## src/rtl/axis_hist_bins.sv

```systemverilog
// axis_hist_bins: AXI-Stream histogram with record FIFO, framed bin dump and read port; define HIST_SAT_EN for saturating counters
module axis_hist_bins #(
  parameter int DATA_W     = 8,
  parameter int BIN_BITS   = 3,
  parameter int COUNT_W    = 32,
  parameter int FIFO_DEPTH = 16
)(
  input  logic        aclk,
  input  logic        areset,
  input  logic [31:0] s_axis_tdata,
  input  logic        s_axis_tvalid,
  output logic        s_axis_tready,
  output logic [31:0] m_axis_tdata,
  output logic        m_axis_tvalid,
  output logic        m_axis_tlast,
  input  logic        m_axis_tready,
  input  logic        dump_req,
  input  logic        clear_on_dump,
  input  logic        clear,
  output logic        dump_busy,
  output logic        ovf,
  input  logic        rd_en,
  input  logic [7:0]  rd_addr,
  output logic [31:0] rd_data
);
  localparam int NUM_BINS = 1 << BIN_BITS;
  localparam int AW = $clog2(FIFO_DEPTH);
  typedef enum logic [1:0] {RUN, DRAIN, DUMP} state_t;
  state_t state, state_nxt;
  logic [COUNT_W-1:0] cnt [NUM_BINS];
  logic [31:0] mem [FIFO_DEPTH];
  logic [AW:0] wr_ptr, rd_ptr;
  logic [BIN_BITS-1:0] p, bin;
  logic [COUNT_W-1:0] base, nxt;
  logic live, cod, empty, full, acc, hs, clr_all, unused;
  function automatic logic [31:0] rec(input logic [BIN_BITS-1:0] b, input logic [COUNT_W-1:0] c);
    logic [31:0] c32;
    c32 = 32'(c);
    return {8'(b), c32[23:0]};
  endfunction
  assign unused = ^{s_axis_tdata, rd_addr};
  assign empty = wr_ptr == rd_ptr;
  assign full = (wr_ptr[AW] != rd_ptr[AW]) && (wr_ptr[AW-1:0] == rd_ptr[AW-1:0]);
  // live keeps tready low through reset while remaining a pure register decode
  assign s_axis_tready = live && state == RUN && !full;
  assign acc = s_axis_tvalid && s_axis_tready;
  assign bin = s_axis_tdata[DATA_W-1 -: BIN_BITS];
  assign base = (state == RUN && clear) ? '0 : cnt[bin];
  assign m_axis_tvalid = state == DUMP || !empty;
  assign m_axis_tlast = state == DUMP && (&p);
  assign m_axis_tdata = state == DUMP ? rec(p, cnt[p]) : empty ? '0 : mem[rd_ptr[AW-1:0]];
  assign hs = m_axis_tvalid && m_axis_tready;
  assign clr_all = (state == RUN && clear) || (m_axis_tlast && hs && cod);
  assign dump_busy = state != RUN;
`ifdef HIST_SAT_EN
  logic sat, ovf_r;
  assign sat = &base;
  assign nxt = sat ? base : base + COUNT_W'(1);
  assign ovf = ovf_r;
  always_ff @(posedge aclk)
    ovf_r <= areset ? 1'b0 : ((clr_all ? 1'b0 : ovf_r) | (acc && sat));
`else
  assign nxt = base + COUNT_W'(1);
  assign ovf = 1'b0;
`endif
  always_comb begin
    state_nxt = state;
    state_nxt = state == RUN ? (dump_req ? DRAIN : RUN) :
                state == DRAIN ? (empty ? DUMP : DRAIN) :
                (hs && m_axis_tlast) ? RUN : DUMP;
  end
  always_ff @(posedge aclk)
    if (acc) mem[wr_ptr[AW-1:0]] <= rec(bin, nxt);
  always_ff @(posedge aclk)
    if (areset) begin
      state <= RUN;
      live <= 1'b0;
      cod <= 1'b0;
      p <= '0;
      wr_ptr <= '0;
      rd_ptr <= '0;
      rd_data <= '0;
      for (int i = 0; i < NUM_BINS; i++) cnt[i] <= '0;
    end else begin
      state <= state_nxt;
      live <= 1'b1;
      if (state == RUN && dump_req) cod <= clear_on_dump;
      p <= state == DRAIN ? '0 : (state == DUMP && hs) ? p + BIN_BITS'(1) : p;
      if (acc) wr_ptr <= wr_ptr + (AW+1)'(1);
      if (hs && state != DUMP) rd_ptr <= rd_ptr + (AW+1)'(1);
      rd_data <= rd_en ? 32'(cnt[rd_addr[BIN_BITS-1:0]]) : '0;
      if (clr_all) for (int i = 0; i < NUM_BINS; i++) cnt[i] <= '0;
      if (acc) cnt[bin] <= nxt;
    end
endmodule
```

## config.mk

```make
export PLATFORM = sky130hd
export DESIGN_NAME = axis_hist_bins
export DESIGN_NICKNAME = d
export VERILOG_FILES = /design/src/rtl/axis_hist_bins.sv
export SDC_FILE = /design/constraint.sdc
export NUM_CORES = 1
export LEC_CHECK = 0
export ABC_AREA = 1
export CORE_UTILIZATION = 50
export CTS_BUF_LIST = sky130_fd_sc_hd__clkbuf_2 sky130_fd_sc_hd__clkbuf_4 sky130_fd_sc_hd__clkbuf_8
export CTS_CLUSTER_SIZE = 25
export DETAILED_ROUTE_END_ITERATION = 10
export PLACE_DENSITY = 0.67
export SETUP_SLACK_MARGIN = 0.2
export SLEW_MARGIN = 20
export SYNTH_ARGS = -nofsm -noshare
export SYNTH_HDL_FRONTEND = slang
export SYNTH_SLANG_ARGS = --single-unit
```

## constraint.sdc

```tcl
create_clock -name aclk -period 4.6 [get_ports aclk]
set_input_delay 0.92 -clock aclk [delete_from_list [all_inputs] [get_ports aclk]]
set_output_delay 0.92 -clock aclk [all_outputs]
set_load 0.02 [all_outputs]
```

After elaboration in Yosys (flattened, before gate mapping):

Memory sizes are Yosys's and may differ from the RTL's. A register that Yosys moved wholly into a read port is not among the register bits.
Cells that the tools add are included.

* memories kept: 2
* bits of input ports: 48
* output and inout port bits: 69
* logic and storage cells: 78
* bits in registers: 17
* RAM bits: 688

Memory list
* mem: depth 16, bits a word 27, rd ports 1, clocked after memory_dff 1, write ports 1, line 31 `logic [31:0] mem [FIFO_DEPTH];`
* cnt: depth 8, bits a word 32, rd ports 3, clocked after memory_dff 2, write ports 9, line 30 `logic [COUNT_W-1:0] cnt [NUM_BINS];`

* reductions and logical operators: 21
* bitwise gates (word level): 9
* multiplexer cells: 30
* add/subtract/negate cells: 4
* eq/ne operators: 6

Operators by type and width (count)
* $mux W32: 11
* $add A32 B1 Y32 const B: 1
* $logic_and A1 B1 Y1: 12
* $mux W1: 11
* $add A5 B1 Y5 const B: 2
* $mux W2: 4
* $mux W4: 2
* $or A1 B1 Y1: 8
* $mux W3: 2
* $eq A5 B5 Y1: 1
* $eq A4 B4 Y1: 1
* $reduce_or A2 Y1: 2
* $add A3 B1 Y3 const B: 1
* $reduce_and A3 Y1: 1
* $eq A2 B1 Y1 const B: 1
* $eq A2 B2 Y1 const B: 1
* $logic_not A1 Y1: 2
* $logic_not A2 Y1: 1
* $logic_or A1 B1 Y1: 2
* $ne A2 B2 Y1 const B: 1
* $reduce_bool A2 Y1: 1
* $ne A1 B1 Y1: 1
* $not A1 Y1: 1

Logic depth before layout (Yosys ltp):

* depth after elaboration: 11
* mapped depth: 20
* depth with buffers taken out: 18

Worst setup path after synthesis:

No wires, ideal clock.

* kind: input to register
* start point: input s_axis_tdata[5]
* end point: memory cnt[0][6] (data pin)
* arrival time: 3.440 ns
* setup slack: 1.017 ns
* stages on the path: 18
* library setup time: 0.143 ns
* data required time: 4.457 ns
* buffers on the path: 2
* cells stage by stage: buf_6 inv_6 buf_6 nand2_1 nand2_1 nand2_1 nand2_1 nand2_1 nand2_1 nand2_1 clkinv_1 ha_1 nand2_1 nor2_2 nand2_1 xnor2_1 inv_1 nor2_1

RTL lines
* from (decl): line 10 `input logic [31:0] s_axis_tdata,`
* to (decl): line 30

==> results.json <==
{
  "status": "complete, no violations",
  "postLayoutCoreUtil": 0.573,
  "root_buffer": "clkbuf_8",
  "hp-class": "register to register",
  "grt_max_degree": 104,
  "layout.nets": 3885,
  "clock_latency_ns": 0.78,
  "cts_num_sinks": 744,
  "comb_power_share": 0.147,
  "yosys.area.top_type_share": 0.573,
  "tritoncts": "built",
  "dieWidth_um": 271,
  "htreeDepth": 3,
  "p_leak_nw": 15.3,
  "coreArea_mm2": 0.0715,
  "port_buffers": 76,
  "yosysWarningCount": 0,
  "synthArstFlopShare": 0,
  "power.density_mw_per_mm2": 397,
  "yosys_most_used_dff": "edfxtp_1",
  "cts_buffers": 118,
  "power_frac_clock": 0.371,
  "maxCapViolations": 0,
  "final_area_mm2": 0.0409,
  "pwr-share-seq": 0.482,
  "finalSetupViolations": 0,
  "syn_inst": 3752,
  "switchingPower_mw": 4.46,
  "rsz0062_at_grt": "true",
  "synth-edff-count": 688,
  "slew_violations": 0,
  "grt_use_total": 0.287,
  "start_util": 0.505,
  "drt-wirelength-per-cell_um": 21.8,
  "synth-seq-cells": 744,
  "grt.overflow.total": 0,
  "pin_count": 117,
  "cp.required_ns": 3.68,
  "synth_seq_area_share": 0.604,
  "ys_types": 47,
  "worst-endpoint-arrival_ns": 3.46,
  "syn_area_mm2": 0.0361,
  "power_switching_share": 0.274,
  "grt_pass1_wl_um": 159000,
  "ir_worst_vdd_v": 0.000271,
  "syn-mean-instance-area_um2": 9.62,
  "antenna_left": 0,
  "grt_pass1_vias": 26518,
  "die_height_um": 271,
  "fmax_mhz": 228,
  "firstDrtPassIters": 6,
  "internal_power_mw": 11.8,
  "finalWorstSetupSlack_ns": 0.222,
  "cts_buffer_depth": 3,
  "routed_wl_um": 106000,
  "crit_path_start_kind": "register",
  "slew_headroom": 0.212,
  "drc": 0,
  "period_minus_slack_ns": 4.38,
  "finalCritPeriodShare": 0.952,
  "clkTransAtPathRegs_ns": 0.06,
  "fillCellCount": 6186,
  "synth.most_common_cell": "nand2_1",
  "hold_violations": 0,
  "setup_tns_ns": 0,
  "worst_slew_pin_slew_ns": 1.18,
  "worst_clock_skew_ns": 0.0474,
  "crit_path_end_kind": "output port",
  "drive_above_1_share": 0.107,
  "area_delta_synth_final_pct": 13.5,
  "drtIter0Drc": 3053,
  "vias": 28171,
  "rrSetupSlack_ns": 1.50,
  "synth_commonest_cells": "nand2_1, edfxtp_1, o21ai_0, nor2_1, inv_1",
  "worstPathMaxFanout": 64,
  "antenna_found_initial": 3,
  "crit_type": "register to output port",
  "die_area_mm2": 0.0732,
  "synth_area_leaders": "edfxtp_1, nand2_1, o21ai_0",
  "viasPerCell": 5.78,
  "pre_cts_ws_ns": 0.440,
  "synth_top_cell_by_area": "edfxtp_1",
  "whs_ns": 0.467,
  "num_rows": 98,
  "place.gp.congestion": 0.907,
  "dpl_cell_area_mm2": 0.0382,
  "place_hpwl_um": 62800
}
-- layout by cell type (no fill, tap or decap), drive strengths merged, types with 2 or more instances in the layout --
| master | instances |
|---|---|
| nor3 | 5 |
| a31oi | 33 |
| clkinv | 33 |
| xor2 | 9 |
| o22ai | 28 |
| conb | 6 |
| bufinv | 6 |
| o221ai | 5 |
| nand2 | 758 |
| edfxtp | 688 |
| a2111oi | 2 |
| nor4 | 2 |
| clkinvlp | 2 |
| nor2 | 412 |
| clkbuf | 175 |
| ha | 8 |
| buf | 129 |
| a21oi | 300 |
| o21ai | 525 |
| o211ai | 70 |
| clkdlybuf4s50 | 71 |
| nand3 | 132 |
| dfxtp | 56 |
| xnor2 | 7 |
| mux2i | 108 |
| inv | 342 |
| nand4 | 8 |
-- path summary, 6_finish.rpt --
check	from	endpoint	depth (start not counted)
max	register	m_axis_tdata[10]	7
min	cod$_SDFFE_PP0P_	cod$_SDFFE_PP0P_	2
max reg2reg	state[0]$_SDFF_PP0_	mem[5][12]$_DFFE_PP_	11
min reg2reg	cod$_SDFFE_PP0P_	cod$_SDFFE_PP0P_	2
-- power by group through the flow --
stage,combinational (mW),clock (mW),sequential [mW]
after global routing,2.58,6.38,7.87
after CTS,2.34,6.09,7.85
after global placement,2.27,0,7.99
after detailed placement,2.29,0,8.00
final,2.39,6.03,7.85
after floorplan,1.45,0,7.95
-- kinds of logic (layout without fill, tap and decap cells) --
logic type,Yosys count,after routing,share of synthesized area
AND/OR/NAND/NOR,1320,1320,0.147
AO/OA/AOI/OAI,966,966,0.142
flip-flops,744,744,0.604
buffers and inverters,589,758,0.0678
multiplexers,108,108,0.0300
XOR/XNOR,16,16,0.00638
adder cells (fa/ha/maj),8,8,0.00277
other,1,7,0.000104
-- flip-flops by register name (all words and copies together), names as in the netlist, named ones only --
name / flops
rd_data: 32
wr_ptr: 5
mem: 432
rd_ptr: 5
live: 1
cod: 1
p: 3
cnt: 256
state: 2
-- critical path: stages (launching register included) --
cell and delay, ns:
dfxtp_2 0.67, buf_12 0.35, a21oi_1 0.07, o21ai_0 0.09, o21ai_0 0.10, o211ai_1 0.58, nand2_1 0.20, clkdlybuf4s50_1 0.58
-- what timing repair did --
action / CTS / global route
resized for setup: 0 / 7
buffers inserted: 2 / 7
gates cloned: 0 / 1
hold buffers: 0 / 0
setup endpoints to repair: 25 / 15
hold endpoints to repair: 0 / 0
-- routing by layer --
layer  global-route usage  up-vias  routed length (um)
met3               0.0436      305                9700
li1                     -    13049                   -
met1                0.381    13376               42000
met4                0.117        0                4030
met2                0.470     1441               50700
met5                    0        -                   0
-- layout make-up --
type / count / area (um2) / share of cell area
Sequential cell: 744 / 21800 / 0.532
Multi-Input combinational cell: 2424 / 12000 / 0.294
Clock buffer: 174 / 2140 / 0.0522
Timing Repair Buffer: 201 / 2090 / 0.0511
Inverter: 340 / 1290 / 0.0315
Tap cell: 950 / 1190 / 0.0290
Clock inverter: 43 / 409 / 0.00999
Antenna cell: 1 / 2.50 / 0.0000611
-- metrics by stage --
stage / total power [mW] / cells
finish: 16.3 / 4877
global route: 16.8 / 4877
CTS: 16.3 / 4868
detailed placement: 10.3 / 4649
global placement: 10.3 / 4649
floorplan: 9.40 / 3757
(Power assumes the default switching activity.)
